--- config.mk ---
export PLATFORM = sky130hd
export DESIGN_NAME = jzjpcc_decode
export DESIGN_NICKNAME = d
export VERILOG_FILES = /design/src/rtl/jzjpcc_pkg.sv /design/src/rtl/jzjpcc_immgen.sv /design/src/rtl/jzjpcc_decode.sv
export SDC_FILE = /design/constraint.sdc
export NUM_CORES = 1
export LEC_CHECK = 0
export CAP_MARGIN = 10
export CELL_PAD_IN_SITES_DETAIL_PLACEMENT = 1
export CELL_PAD_IN_SITES_GLOBAL_PLACEMENT = 2
export CORE_MARGIN = 2
export CORE_UTILIZATION = 26
export DETAILED_ROUTE_END_ITERATION = 10
export PLACE_DENSITY_LB_ADDON = 0.1
export SLEW_MARGIN = 10
export SYNTH_ARGS = -nofsm -noshare
export SYNTH_HDL_FRONTEND = slang
export SYNTH_SLANG_ARGS = --single-unit
--- constraint.sdc ---
create_clock -name clock -period 5.55 [get_ports clock]
set_input_delay 1.11 -clock clock [delete_from_list [all_inputs] [get_ports clock]]
set_output_delay 1.11 -clock clock [all_outputs]
set_load 0.05 [all_outputs]
--- src/rtl/jzjpcc_pkg.sv ---
// Shared decode definitions for the jzjpcc RV32I core: opcodes, ALU operations and the
// decode->execute pipeline record.
package jzjpcc_pkg;

    typedef logic [6:0] opcode_t;

    localparam opcode_t OpLui     = 7'b0110111;
    localparam opcode_t OpAuipc   = 7'b0010111;
    localparam opcode_t OpJal     = 7'b1101111;
    localparam opcode_t OpJalr    = 7'b1100111;
    localparam opcode_t OpBranch  = 7'b1100011;
    localparam opcode_t OpLoad    = 7'b0000011;
    localparam opcode_t OpStore   = 7'b0100011;
    localparam opcode_t OpOpImm   = 7'b0010011;
    localparam opcode_t OpOp      = 7'b0110011;
    localparam opcode_t OpMiscMem = 7'b0001111;
    localparam opcode_t OpSystem  = 7'b1110011;

    typedef enum logic [3:0] {
        AluAdd  = 4'd0,
        AluSub  = 4'd1,
        AluSll  = 4'd2,
        AluSlt  = 4'd3,
        AluSltu = 4'd4,
        AluXor  = 4'd5,
        AluSrl  = 4'd6,
        AluSra  = 4'd7,
        AluOr   = 4'd8,
        AluAnd  = 4'd9
    } aluop_t;

    localparam logic [31:0] Nop = 32'h00000013;

    typedef struct packed {
        logic [31:0] operand_a;
        logic [31:0] operand_b;
        logic [31:0] store_data;
        aluop_t      alu_op;
        logic [2:0]  funct3;
        logic [4:0]  rd;
        logic        reg_write;
        logic        mem_read;
        logic        mem_write;
    } ex_ctrl_t;

    // alt selects SUB/SRA; callers must only raise it where the encoding allows it
    function automatic aluop_t alu_from_funct3(input logic [2:0] funct3, input logic alt);
        aluop_t op;
        unique case (funct3)
            3'b000: op = alt ? AluSub : AluAdd;
            3'b001: op = AluSll;
            3'b010: op = AluSlt;
            3'b011: op = AluSltu;
            3'b100: op = AluXor;
            3'b101: op = alt ? AluSra : AluSrl;
            3'b110: op = AluOr;
            3'b111: op = AluAnd;
        endcase
        return op;
    endfunction

endpackage

--- src/rtl/jzjpcc_immgen.sv ---
// Combinational RV32I immediate extraction; every format is sign-extended to 32 bits.
module jzjpcc_immgen (
    input  logic [31:0] instruction,
    output logic [31:0] imm_i,
    output logic [31:0] imm_s,
    output logic [31:0] imm_b,
    output logic [31:0] imm_u,
    output logic [31:0] imm_j
);

    assign imm_i = {{20{instruction[31]}}, instruction[31:20]};
    assign imm_s = {{20{instruction[31]}}, instruction[31:25], instruction[11:7]};
    assign imm_b = {{19{instruction[31]}}, instruction[31], instruction[7],
                    instruction[30:25], instruction[11:8], 1'b0};
    assign imm_u = {instruction[31:12], 12'b0};
    assign imm_j = {{11{instruction[31]}}, instruction[31], instruction[19:12],
                    instruction[20], instruction[30:21], 1'b0};

endmodule

--- src/rtl/jzjpcc_decode.sv ---
// Decode stage: register-file addressing, operand muxing, control transfer resolved in
// decode, and the decode->execute pipeline register.
module jzjpcc_decode
    import jzjpcc_pkg::*;
#(
    parameter int unsigned PC_MAX_B = 15
) (
    input  logic                clock,
    input  logic                reset,
    input  logic [31:0]         instruction_decode,
    input  logic [PC_MAX_B:2]   currentPC_decode,
    output logic [4:0]          rs1Address,
    output logic [4:0]          rs2Address,
    input  logic [31:0]         rs1Data,
    input  logic [31:0]         rs2Data,
    input  logic                stall_decode,
    output logic                pcCTWriteEnable,
    output logic [PC_MAX_B:2]   controlTransferNewPC,
    output logic                flush_decode,
    output logic [31:0]         operandA_execute,
    output logic [31:0]         operandB_execute,
    output logic [31:0]         storeData_execute,
    output logic [3:0]          aluOp_execute,
    output logic [2:0]          funct3_execute,
    output logic [4:0]          rdAddress_execute,
    output logic                regWrite_execute,
    output logic                memRead_execute,
    output logic                memWrite_execute,
    output logic                illegalInstruction
);

    logic [31:0] imm_i, imm_s, imm_b, imm_u, imm_j;
    logic [31:0] pc_byte, op_a, op_b, ct_target;
    logic [6:0]  opcode, funct7;
    logic [2:0]  funct3;
    logic [4:0]  rd;
    logic        illegal, ct_taken, branch_cond;
    logic        reg_write, mem_read, mem_write;
    aluop_t      alu_op;
    ex_ctrl_t    ex_d, ex_q;
    logic        illegal_q;
    logic        unused_ct_bits;

    jzjpcc_immgen u_immgen (
        .instruction (instruction_decode),
        .imm_i       (imm_i),
        .imm_s       (imm_s),
        .imm_b       (imm_b),
        .imm_u       (imm_u),
        .imm_j       (imm_j)
    );

    assign opcode     = instruction_decode[6:0];
    assign rd         = instruction_decode[11:7];
    assign funct3     = instruction_decode[14:12];
    assign funct7     = instruction_decode[31:25];
    assign rs1Address = instruction_decode[19:15];
    assign rs2Address = instruction_decode[24:20];
    assign pc_byte    = 32'({currentPC_decode, 2'b00});

    always_comb begin
        branch_cond = 1'b0;
        case (funct3)
            3'b000:  branch_cond = (rs1Data == rs2Data);
            3'b001:  branch_cond = (rs1Data != rs2Data);
            3'b100:  branch_cond = ($signed(rs1Data) <  $signed(rs2Data));
            3'b101:  branch_cond = ($signed(rs1Data) >= $signed(rs2Data));
            3'b110:  branch_cond = (rs1Data <  rs2Data);
            3'b111:  branch_cond = (rs1Data >= rs2Data);
            default: branch_cond = 1'b0;
        endcase
    end

    always_comb begin
        op_a      = rs1Data;
        op_b      = rs2Data;
        alu_op    = AluAdd;
        reg_write = 1'b0;
        mem_read  = 1'b0;
        mem_write = 1'b0;
        illegal   = 1'b0;
        ct_taken  = 1'b0;
        ct_target = pc_byte + imm_b;
        case (opcode)
            OpLui: begin
                op_a      = '0;
                op_b      = imm_u;
                reg_write = 1'b1;
            end
            OpAuipc: begin
                op_a      = pc_byte;
                op_b      = imm_u;
                reg_write = 1'b1;
            end
            OpJal: begin
                op_a      = pc_byte;
                op_b      = 32'd4;
                reg_write = 1'b1;
                ct_taken  = 1'b1;
                ct_target = pc_byte + imm_j;
            end
            OpJalr: begin
                op_a      = pc_byte;
                op_b      = 32'd4;
                reg_write = 1'b1;
                ct_taken  = 1'b1;
                ct_target = (rs1Data + imm_i) & ~32'd1;
            end
            OpBranch: begin
                illegal  = (funct3 == 3'b010) || (funct3 == 3'b011);
                ct_taken = branch_cond;
            end
            OpLoad: begin
                op_b      = imm_i;
                reg_write = 1'b1;
                mem_read  = 1'b1;
                illegal   = (funct3 == 3'b011) || (funct3 == 3'b110) || (funct3 == 3'b111);
            end
            OpStore: begin
                op_b      = imm_s;
                mem_write = 1'b1;
                illegal   = (funct3 > 3'b010);
            end
            OpOpImm: begin
                op_b      = imm_i;
                reg_write = 1'b1;
                // Only shifts carry funct7; bit 30 of an ADDI immediate must not select SUB
                alu_op    = alu_from_funct3(funct3,
                                            instruction_decode[30] && (funct3 == 3'b101));
            end
            OpOp: begin
                reg_write = 1'b1;
                alu_op    = alu_from_funct3(funct3, instruction_decode[30]);
                illegal   = !((funct7 == 7'b0000000) ||
                              ((funct7 == 7'b0100000) &&
                               ((funct3 == 3'b000) || (funct3 == 3'b101))));
            end
            OpMiscMem, OpSystem: ;
            default: illegal = 1'b1;
        endcase
        if (illegal) begin
            reg_write = 1'b0;
            mem_read  = 1'b0;
            mem_write = 1'b0;
            ct_taken  = 1'b0;
        end
        if (rd == 5'd0) reg_write = 1'b0;
    end

    assign pcCTWriteEnable      = ct_taken && !stall_decode;
    assign flush_decode         = pcCTWriteEnable;
    assign controlTransferNewPC = ct_target[PC_MAX_B:2];
    assign unused_ct_bits       = ^{ct_target[31:PC_MAX_B+1], ct_target[1:0]};

    always_comb begin
        ex_d = '0;
        if (!stall_decode) begin
            ex_d.operand_a  = op_a;
            ex_d.operand_b  = op_b;
            ex_d.store_data = rs2Data;
            ex_d.alu_op     = alu_op;
            ex_d.funct3     = funct3;
            ex_d.rd         = rd;
            ex_d.reg_write  = reg_write;
            ex_d.mem_read   = mem_read;
            ex_d.mem_write  = mem_write;
        end
    end

    always_ff @(posedge clock or posedge reset) begin
        if (reset) begin
            ex_q      <= '0;
            illegal_q <= 1'b0;
        end else begin
            ex_q <= ex_d;
            if (illegal) illegal_q <= 1'b1;
        end
    end

    assign operandA_execute   = ex_q.operand_a;
    assign operandB_execute   = ex_q.operand_b;
    assign storeData_execute  = ex_q.store_data;
    assign aluOp_execute      = ex_q.alu_op;
    assign funct3_execute     = ex_q.funct3;
    assign rdAddress_execute  = ex_q.rd;
    assign regWrite_execute   = ex_q.reg_write;
    assign memRead_execute    = ex_q.mem_read;
    assign memWrite_execute   = ex_q.mem_write;
    assign illegalInstruction = illegal_q;

endmodule

# Word-level counts from Yosys, hierarchy flattened
# Index checks and enable logic that the tools add are counted.
[classes]
order_cmp = 5
reduce_logical = 19
addsub = 3
mux = 22
eq_ne = 21
[op_table]
columns = ["op", "n"]
rows = [
  ["32-bit one-hot mux with 4 select lines", 1],
  ["111-bit 2-to-1 mux", 1],
  ["32-bit >= comparator", 2],
  ["32-bit less-than comparator", 2],
  ["32-bit one-hot mux with 2 select lines", 1],
  ["4-bit one-hot mux with 8 select lines", 2],
  ["16-bit adder", 2],
  ["32-bit == test", 1],
  ["32-bit inequality test", 1],
  ["16-bit one-hot mux with 2 select lines", 1],
  ["7-bit by 6-bit == test with 1-bit output (second input constant)", 4],
  ["7-bit == test (second input constant)", 4],
  ["16-bit by 13-bit adder with 16-bit output", 1],
  ["7-bit by 5-bit == test with 1-bit output (second input constant)", 2],
  ["7-bit OR reduction", 2],
  ["3-bit == test (second input constant)", 4],
  ["1-bit 2-to-1 mux", 12],
  ["4-bit one-hot mux with 2 select lines", 1],
  ["7-bit by 2-bit == test with 1-bit output (second input constant)", 1],
  ["7-bit by 4-bit == test with 1-bit output (second input constant)", 1],
  ["7-bit logical NOT", 1],
  ["3-bit by 2-bit == test with 1-bit output (second input constant)", 2],
  ["1-bit one-hot mux with 6 select lines", 1],
  ["2-bit OR reduction", 3],
  ["other kinds (10)", 17],
]
[word_totals]
ff_bits = 112
word_cells = 80
output_inout_bits = 138
input_bits = 113

# Longest topological paths before layout
# Gate-level depths: netlist of run 1.
[logic_depth]
word_depth = 9
mapped_depth = 16
depth_no_buf = 16

# Modules after synthesis
# A second synthesis of run 1 with hierarchy kept.
[unflattened]
cells_unflattened = 865
area_unflattened_um2 = 7891.3
[modules_own_cells]
columns = ["module", "area_each_um2", "cells_per_inst", "n_inst"]
rows = [
  ["jzjpcc_decode", 6686.4, 704, 1],
  ["jzjpcc_immgen", 1204.9, 161, 1],
]

# Least setup slack after synthesis of run 1
# OpenSTA, ideal clock, no wires.
[synth_path]
path_kind = "in2out"
startpoint = "input port instruction_decode[5]"
endpoint = "output port controlTransferNewPC[12] (netlist bit)"
path_stages = 16
t_arrival_ns = 4.534
setup_slack_ns = -0.094
required_ns = 4.440
path_buffers = 1
path_cell_list = "buf_2 > nand3_1 > nor2_1 > nand2_1 > mux2_2 > ha_1 > inv_1 > fa_1 > nor2b_1 > o21a_1 > o21ai_1 > a21oi_1 > a21o_1 > a21oi_1 > xor2_1 > o21ai_0"
[synth_between]
elab_chain_cells = 2
word_cells_on_any_way = 3
[synth_lines]
columns = ["item", "line_no", "source"]
rows = [
  ["from (decl)", "jzjpcc_decode.sv:10", "input logic [31:0] instruction_decode,"],
  ["7-bit == test", "jzjpcc_decode.sv:84", "case (opcode)"],
  ["16-bit one-hot mux with 2 select lines (*)", "jzjpcc_decode.sv:84", ""],
  ["to (decl)", "jzjpcc_decode.sv:18", "output logic [PC_MAX_B:2] controlTransferNewPC,"],
]
# Mark *: on every way between the ends. The rest lies on a longest branch, timed or not.

# Worst setup path in the final report of run 1
[layout_path]
startpoint = "input port rs2Data[7]"
endpoint = "output port flush_decode"
[layout_between]
elab_chain_cells = 5
word_cells_on_any_way = 10
[layout_lines]
columns = ["item", "line_no", "source"]
rows = [
  ["from (decl)", "jzjpcc_decode.sv:15", "input logic [31:0] rs2Data,"],
  ["32-bit >= comparator (tied with other cells)", "jzjpcc_decode.sv:69", "3'b111: branch_cond = (rs1Data >= rs2Data);"],
  ["1-bit one-hot mux with 6 select lines (*)", "jzjpcc_decode.sv:63", "case (funct3)"],
  ["1-bit one-hot mux with 2 select lines (*)", "jzjpcc_decode.sv:84", ""],
  ["1-bit 2-to-1 mux (*)", "jzjpcc_decode.sv:141", "if (illegal) begin"],
  ["1-bit logical AND (*)", "jzjpcc_decode.sv:150", "assign pcCTWriteEnable = ct_taken && !stall_decode;"],
  ["to (decl)", "jzjpcc_decode.sv:19", "output logic flush_decode,"],
]
# Marked as above.

==> summary.md, run 1 <==
| Metric | Value |
|---|---|
| Critical Path End Type | output port |
| Num ports | 251 |
| Initial antenna violation count | 3 |
| Hold path endpoint | illegalInstruction |
| Post-Synthesis Cell Area | 0.006344 mm^2 |
| Chip Width | 160.2 um |
| Fraction of registers with async set/reset | 100.0% |
| CTS sink count | 112 |
| Vias in the first global route | 6670 |
| Fmax | 0.1846 GHz |
| Reg-to-Reg Start | illegalInstruction |
| Global-route wire length before repair | 40.79 mm |
| Die height | 160.2 um |
| Number of cells on the worst reg-to-reg path | 1 |
| Total grt overflow | 0 |
| Clk_skew | 0 ns |
| Placed insts | 1245 |
| Worst IR Drop VDD | 0.1566 mV |
| Share of cells above drive strength 1 | 11.51% |
| Nets | 1106 |
| Total Routing Usage GR | 20.95% |
| HP Start | illegalInstruction |
| Inserted Clock Buffers | 9 |
| Post-route cell area | 0.009948 mm^2 |
| Placed Instance Area | 0.009592 mm^2 |
| Final Max Tran Viols | 0 |
| Clock Root Buffer | clkbuf_16 |
| P_leak | 0.004483 uW |
| Final hold vios | 0 |
| Post-cts hold buffer count | 0 |
| Core ar. | 0.02411 mm^2 |
| Number of cells on the worst hold path | 1 |
| Reg2Reg Setup Slack | 4.76 ns |
| Worst slew pin tran | 1.135 ns |
| GP Congestion | 0.8150 |
| Largest net degree at the start of global routing | 76 |
| PD cells | 245.0 mW/mm^2 |
| TritonRoute pass-1 iters | 4 |
| Routed wire length | 26.71 mm |
| Setup violations, final | 0 |
| Final HPWL DP | 21.16 mm |
| Non-Filler Instances | 1265 |
| Max_cap viols | 0 |
| Initial core utilization | 26.32% |
| Seq cells post-synth | 112 |
| Worst setup SP type | input port |
| Cells after Synth | 663 |
| R2r endpoint | illegalInstruction |
| Launch point of the worst path | rs2Data[7] |
| Tmin final | 5.418 ns |
| Relative slew slack | 24.31% |
| Post-Syn Area per Cell | 9.568 um^2 |
| Antenna Nets Post-Route | 0 |
| Part of the cycle the worst path needs | 97.62% |
| Status | finished clean |
| Net Count, Synth | 836 |
| Row count | 57 |
| Number of synthesized flops with an enable pin | 0 |
| Req. time, crit path | 4.44 ns |
| Max FO, Critical Path | 2 |
| H-tree depth | 3 |
| Clock buffer depth | 2 |
| DR vias | 6049 |
| Ys flop type | dfrtp_1 |
| Clock tree from TritonCTS | built |
| Library cells used by synthesis | 52 |
| Critical Path AT | 4.31 ns |
| Die area | 0.02566 mm^2 |
| RSZ-0062 raised after global routing | no |
| IO Port Bufs | 250 |
| Clock-pin slew on the worst setup and hold paths | 0.07 ns |
| Vias/cell | 4.782 |
| Violation count after the first detailed-routing iteration | 223 |
| Seq/Total Area, Yosys | 44.18% |
| Area delta synth->final | 56.82% |
| DRC Markers | 0 |
| Yosys warns | 0 |
| Clock latency on the worst-skew pair | 0.35 ns |
| Worst min-delay path class | reg -> reg |
| Setup CP Type | in -> out |
| Routed WL per cell | 21.11 um |
-- cells in the final DEF (no fill, tap or decap), drive strengths merged, types with 3 or more instances in the layout --
| cell type | instances |
|---|---|
| nor2b | 11 |
| mux2i | 4 |
| buf | 65 |
| a221oi | 3 |
| o211ai | 3 |
| nand2 | 38 |
| clkdlybuf4s50 | 231 |
| xnor2 | 11 |
| and2 | 19 |
| diode | 3 |
| dfrtp | 112 |
| and4 | 7 |
| nor4 | 5 |
| a22oi | 11 |
| nand2b | 4 |
| o21ai | 29 |
| a21o | 8 |
| clkbuf | 11 |
| nand3 | 16 |
| a21oi | 62 |
| o21a | 3 |
| nor2 | 74 |
| mux2 | 5 |
| xor2 | 17 |
| inv | 48 |
| ha | 59 |
| a22o | 18 |
| a211oi | 26 |
| nor3 | 8 |
-- flip-flops by register name, summed over array words and instances (netlist names) --
| name | count |
|---|---|
| operandB_execute | 32 |
| illegalInstruction | 1 |
| rdAddress_execute | 5 |
| operandA_execute | 32 |
| funct3_execute | 3 |
| storeData_execute | 32 |
| aluOp_execute | 4 |
| memRead_execute | 1 |
| regWrite_execute | 1 |
| memWrite_execute | 1 |
-- report_power, final --
group | total [uW] | leakage (uW) | switching, uW | internal, uW
clock | 653 | 0.000138 | 337 | 316
combinational | 915 | 0.00290 | 543 | 371
sequential | 870 | 0.00145 | 13.3 | 857
total | 2440 | 0.00448 | 893 | 1540
-- stage by stage --
step	hold slack [ns]	total power (uW)	TNS (ns)	utilization, %	setup WS (ns)
after global routing	0.5174	2563	0	41.26	0.002214
after detailed placement	0.4726	1796	-1.834	39.79	-0.3488
after CTS	0.4902	2473	0	41.21	0.05903
after global placement	0.4621	1781	-0.6764	39.79	-0.1693
final	0.4919	2437	0	41.27	0.1323
after floorplan	0.8182	1373	0	-	0.08509
-- worst max-delay path by stage --
| stage | end | depth (start not counted) |
|---|---|---|
| after detailed placement | controlTransferNewPC[13] | 18 |
| after global placement | controlTransferNewPC[14] | 19 |
| final | flush_decode | 13 |
| after floorplan | controlTransferNewPC[9] | 14 |
| after CTS | flush_decode | 13 |
| after global routing | flush_decode | 13 |
-- layout make-up --
| type | instances | area (um^2) |
|---|---|---|
| fillers | 2743 | 14160 |
| repair buffers | 298 | 3015 |
| clock inverters | 5 | 48.80 |
| clock buffers | 11 | 232.7 |
| multi-input cells | 467 | 3264 |
| diodes | 3 | 7.507 |
| well taps | 324 | 405.4 |
| inverters | 45 | 171.4 |
| flip-flops and latches | 112 | 2803 |
-- Yosys cell counts, types with 3 or more instances --
master	number	area, um^2
xor2_1	17	148.9
nor4_1	5	31.28
nand2b_1	4	25.02
a22o_1	18	157.7
a22oi_1	11	82.58
o21ai_0	26	130.1
inv_1	45	168.9
mux2_2	5	56.30
nor3_1	8	40.04
buf_4	11	82.58
buf_2	5	25.02
nand2_1	38	142.6
nor2b_1	11	68.82
clkbuf_1	22	82.58
a21oi_2	3	26.28
a21oi_1	59	295.3
o211ai_1	3	22.52
xnor2_1	11	96.34
o21a_1	3	22.52
a21o_1	8	60.06
nor2_1	74	277.8
mux2i_1	4	40.04
ha_1	59	738.2
a211oi_1	25	187.7
and4_1	7	61.31
dfrtp_1	112	2803
and2_1	19	118.9
nand3_1	16	80.08
o21ai_1	3	15.01
-- critical path, stage by stage --
cell             delay (ns)
clkdlybuf4s50_1        0.50
inv_1                  0.07
ha_1                   0.31
nand2_1                0.13
nor4_2                 0.40
buf_4                  0.18
a21bo_2                0.22
o211ai_1               0.19
a211oi_2               0.18
mux2i_1                0.16
a211oi_1               0.35
o221a_2                0.34
buf_12                 0.16
-- kinds of logic (layout without fill, tap and decap cells) --
group | after synthesis | after routing | synth area share (%)
other | 0 | 3 | 0
muxes | 9 | 9 | 1.519
and+or+nand+nor | 193 | 193 | 14.50
AOI/OAI and AO/OA | 177 | 177 | 18.26
buffers and inverters | 84 | 359 | 5.720
adders and majority gates | 60 | 60 | 11.95
DFF | 112 | 112 | 44.18
xor gates and xnor gates | 28 | 28 | 3.866
-- what timing repair did --
item / CTS / global route
buffers inserted: 1 / 0
cloned: 0 / 0
resized for setup: 14 / 4
pin swaps: 6 / 0
endpoints found under the setup margin: 11 / 5
-- routing by layer --
metal / wire length [um] / vias up / global-route usage, %
met5: 11 / - / 0
met1: 11870 / 2979 / 27.78
met2: 13090 / 189 / 35.52
met3: 1310 / 25 / 2.987
met4: 429 / 2 / 6.306
li1: - / 2854 / -
(Power assumes the default switching activity.)
==> run 2: changes to the inputs <==
- CORE_UTILIZATION: 26 -> 28
- clock period: 5.55 -> 7.02 ns (I/O delays scaled with it)
==> run 2 against run 1 <==
  * Global-route usage increased by 0.37 points
  * Critical path depth grew 5
  * Power fell by 21%
  * Flip-flop and latch count unchanged
  * Combinational power down 26%
  * Core utilization increased by 1.2 points
  * Worst hold slack worse by 0.0023 ns
  * Routed wire length is 6.0% lower
  * Clock-buffer cell count decreased by 2
  * Non-clock buffer count decreased by 35
  * Setup slack improved by 0.15 ns
  * Largest cell class unchanged
==> summary.md, run 2 (same netlist as run 1, synthesis figures left out) <==
| Metric | Value |
|---|---|
| Critical Path AT | 5.33 ns (+1.02 ns) |
| DR vias | 5965 (-1.4%) |
| Routed wire length | 25.10 mm (-6.0%) |
| Tmin final | 6.738 ns |
| Area delta synth->final | 50.18% |
| Register area | 0.002803 mm^2 (unchanged) |
| Vias in the first global route | 6411 (-3.9%) |
| IO Port Bufs | 250 (unchanged) |
| Reg-to-Reg Start | illegalInstruction |
| Fin Setup TNS | 0 ns (unchanged) |
| Violation count after the first detailed-routing iteration | 240 (+7.6%) |
| PD cells | 202.6 mW/mm^2 (-17%) |
| Clock-pin slew on the worst setup and hold paths | 0.08 ns (about the same) |
| Num ports | 251 (unchanged) |
| Clock Root Buffer | clkbuf_16 |
| Core ar. | 0.02243 mm^2 (-6.9%) |
| Post-CTS Setup Inserts | 0 (-1) |
| Largest net degree at the start of global routing | 76 (unchanged) |
| Setup CP Type | in -> out |
| Footprint of the multi-input gates | 0.003193 mm^2 (-2.2%) |
| Hold path endpoint | illegalInstruction |
| Placed insts | 1172 (-5.9%) |
| Commonest non-fill, non-tap cell in the layout | clkdlybuf4s50_1 |
| Fmax | 0.1484 GHz |
| Final Power | 1930 uW (-21%) |
| Number of antenna diodes | 0 (-3) |
| Initial antenna violation count | 0 (-3) |
| Total Routing Usage GR | 21.33% (+0.37 points) |
| Most frequent cells in the layout | clkdlybuf4s50_1, dfrtp_1, nor2_1, a21oi_1, ha_1 |
| CP cell instances | clkdlybuf4s50_1 > nor2b_1 > nand3_1 > nor2_1 > nand2_1 > mux2_2 > ha_1 > inv_1 > fa_1 > nor2b_1 > o21a_1 > o21ai_1 > a21oi_1 > a21o_1 > a21oi_1 > xor2_1 > o21ai_0 > buf_12 |
| Cts repair resizes | 0 (-14) |
| Reg2Reg Setup Slack | 6.23 ns (+1.47 ns) |
| RSZ-0062 raised after global routing | no |
| CTS sink count | 112 (unchanged) |
| Post-cts hold buffer count | 0 (unchanged) |
| Initial core utilization | 28.28% (+2.0 points) |
| HP Start | illegalInstruction |
| Relative slew slack | 40.94% (+17 points) |
| Max FO, Critical Path | 6 (+4) |
| Row count | 55 (-3.5%) |
| H-tree depth | 3 (unchanged) |
| Slowest stage delay, CP | 0.59 ns (+0.09 ns) |
| Final Max Tran Viols | 0 (unchanged) |
| Die height | 154.5 um (-3.5%) |
| Final HPWL DP | 19.67 mm (-7.0%) |
| Critical Path End Type | output port |
| GP Congestion | 0.8807 (+8.1%) |
| R2r endpoint | illegalInstruction |
| Worst IR Drop VDD | 0.09436 mV (-40%) |
| DRC Markers | 0 (unchanged) |
| Nets | 1071 (-3.2%) |
| Antenna Nets Post-Route | 0 (unchanged) |
| Worst setup SP type | input port |
| Status | finished clean |
| Routed WL per cell | 21.12 um (about the same) |
| Inserted Clock Buffers | 9 (unchanged) |
| Worst min-delay path class | reg -> reg |
| Clock latency on the worst-skew pair | 0.36 ns (about the same) |
| Die area | 0.02387 mm^2 (-7.0%) |
| Number of cells on the worst hold path | 1 (unchanged) |
| Chip Width | 154.5 um (-3.5%) |
| Crit-path slowest cell | clkdlybuf4s50_1 |
| Clock buffer depth | 2 (unchanged) |
| Number of cells on the worst reg-to-reg path | 1 (unchanged) |
| Setup violations, final | 0 (unchanged) |
| Launch point of the worst path | instruction_decode[2] |
| Global-route wire length before repair | 38.32 mm (-6.1%) |
| Worst slew pin tran | 0.8859 ns (-0.2494 ns) |
| Req. time, crit path | 5.62 ns (+1.18 ns) |
| Total grt overflow | 0 (unchanged) |
| Share of cells above drive strength 1 | 6.312% (-5.2 points) |
| Max_cap viols | 0 (unchanged) |
| Clock tree from TritonCTS | built |
| Final hold vios | 0 (unchanged) |
| TritonRoute pass-1 iters | 4 (unchanged) |
| Non-Filler Instances | 1188 (-6.1%) |
| P_leak | 0.004280 uW (-4.5%) |
| Clk_skew | 0 ns (unchanged) |
| Vias/cell | 5.021 (+5.0%) |
| Fill cells | 2511 (-8.5%) |
| Part of the cycle the worst path needs | 95.98% |
run 2: metal layers:
layer	wire, um	global-route usage [%]	part of all wire [%]
met5	0	0	0
met2	12460	37.14	50
met4	514	6.746	2.0
met3	1511	4.203	6.0
met1	10610	26.64	42
run 2: worst max path at each step:
stage	endpoint	slack (ns)	cells after the start
floorplan	controlTransferNewPC[12]	0.79	16
global placement	controlTransferNewPC[12]	0.42	18
detailed placement	controlTransferNewPC[12]	0.36	18
CTS	controlTransferNewPC[12]	0.30	18
global route	controlTransferNewPC[12]	0.05	18
finish	controlTransferNewPC[12]	0.28	18
run 2: report_power, final:
part | switching, uW | internal [uW]
clock | 278 | 288
combinational | 414 | 262
sequential | 10.5 | 677
run 2: layout make-up:
class / instances / share of cell area, %
clock inverters: 7 / 0.9982
clock buffers: 9 / 2.364
multi-input cells: 467 / 33.52
repair buffers: 263 / 28.16
inverters: 45 / 1.799
flip-flops and latches: 112 / 29.42
well taps: 285 / 3.743
run 2: through the flow:
step,instance area (um^2),worst slack [ns],hold slack [ns],util (%)
5_1_grt,9527,0.04828,0.5112,42.47
3_5_place_dp,9206,0.3617,0.4732,41.04
4_1_cts,9527,0.2995,0.4941,42.47
3_3_place_gp,9206,0.4178,0.4565,41.04
2_1_floorplan,6344,0.7877,0.8182,-
6_report,9527,0.2823,0.4897,42.47
run 2: critical path, delay by kind of cell:
family / cells / cell delay [ns]
AO/OA/AOI/OAI: 6 / 1.17
XOR/XNOR: 1 / 0.15
adder cells (fa/ha/maj): 2 / 0.57
buffers and inverters: 3 / 0.84
multiplexers: 1 / 0.29
AND/OR/NAND/NOR: 5 / 0.89
==> run 3: changes to the inputs <==
- CAP_MARGIN: 10 -> 20
- HOLD_SLACK_MARGIN: not set -> 0.12
==> results of run 3 <==
Final layout, timing and power as in run 2 (identical DEF).
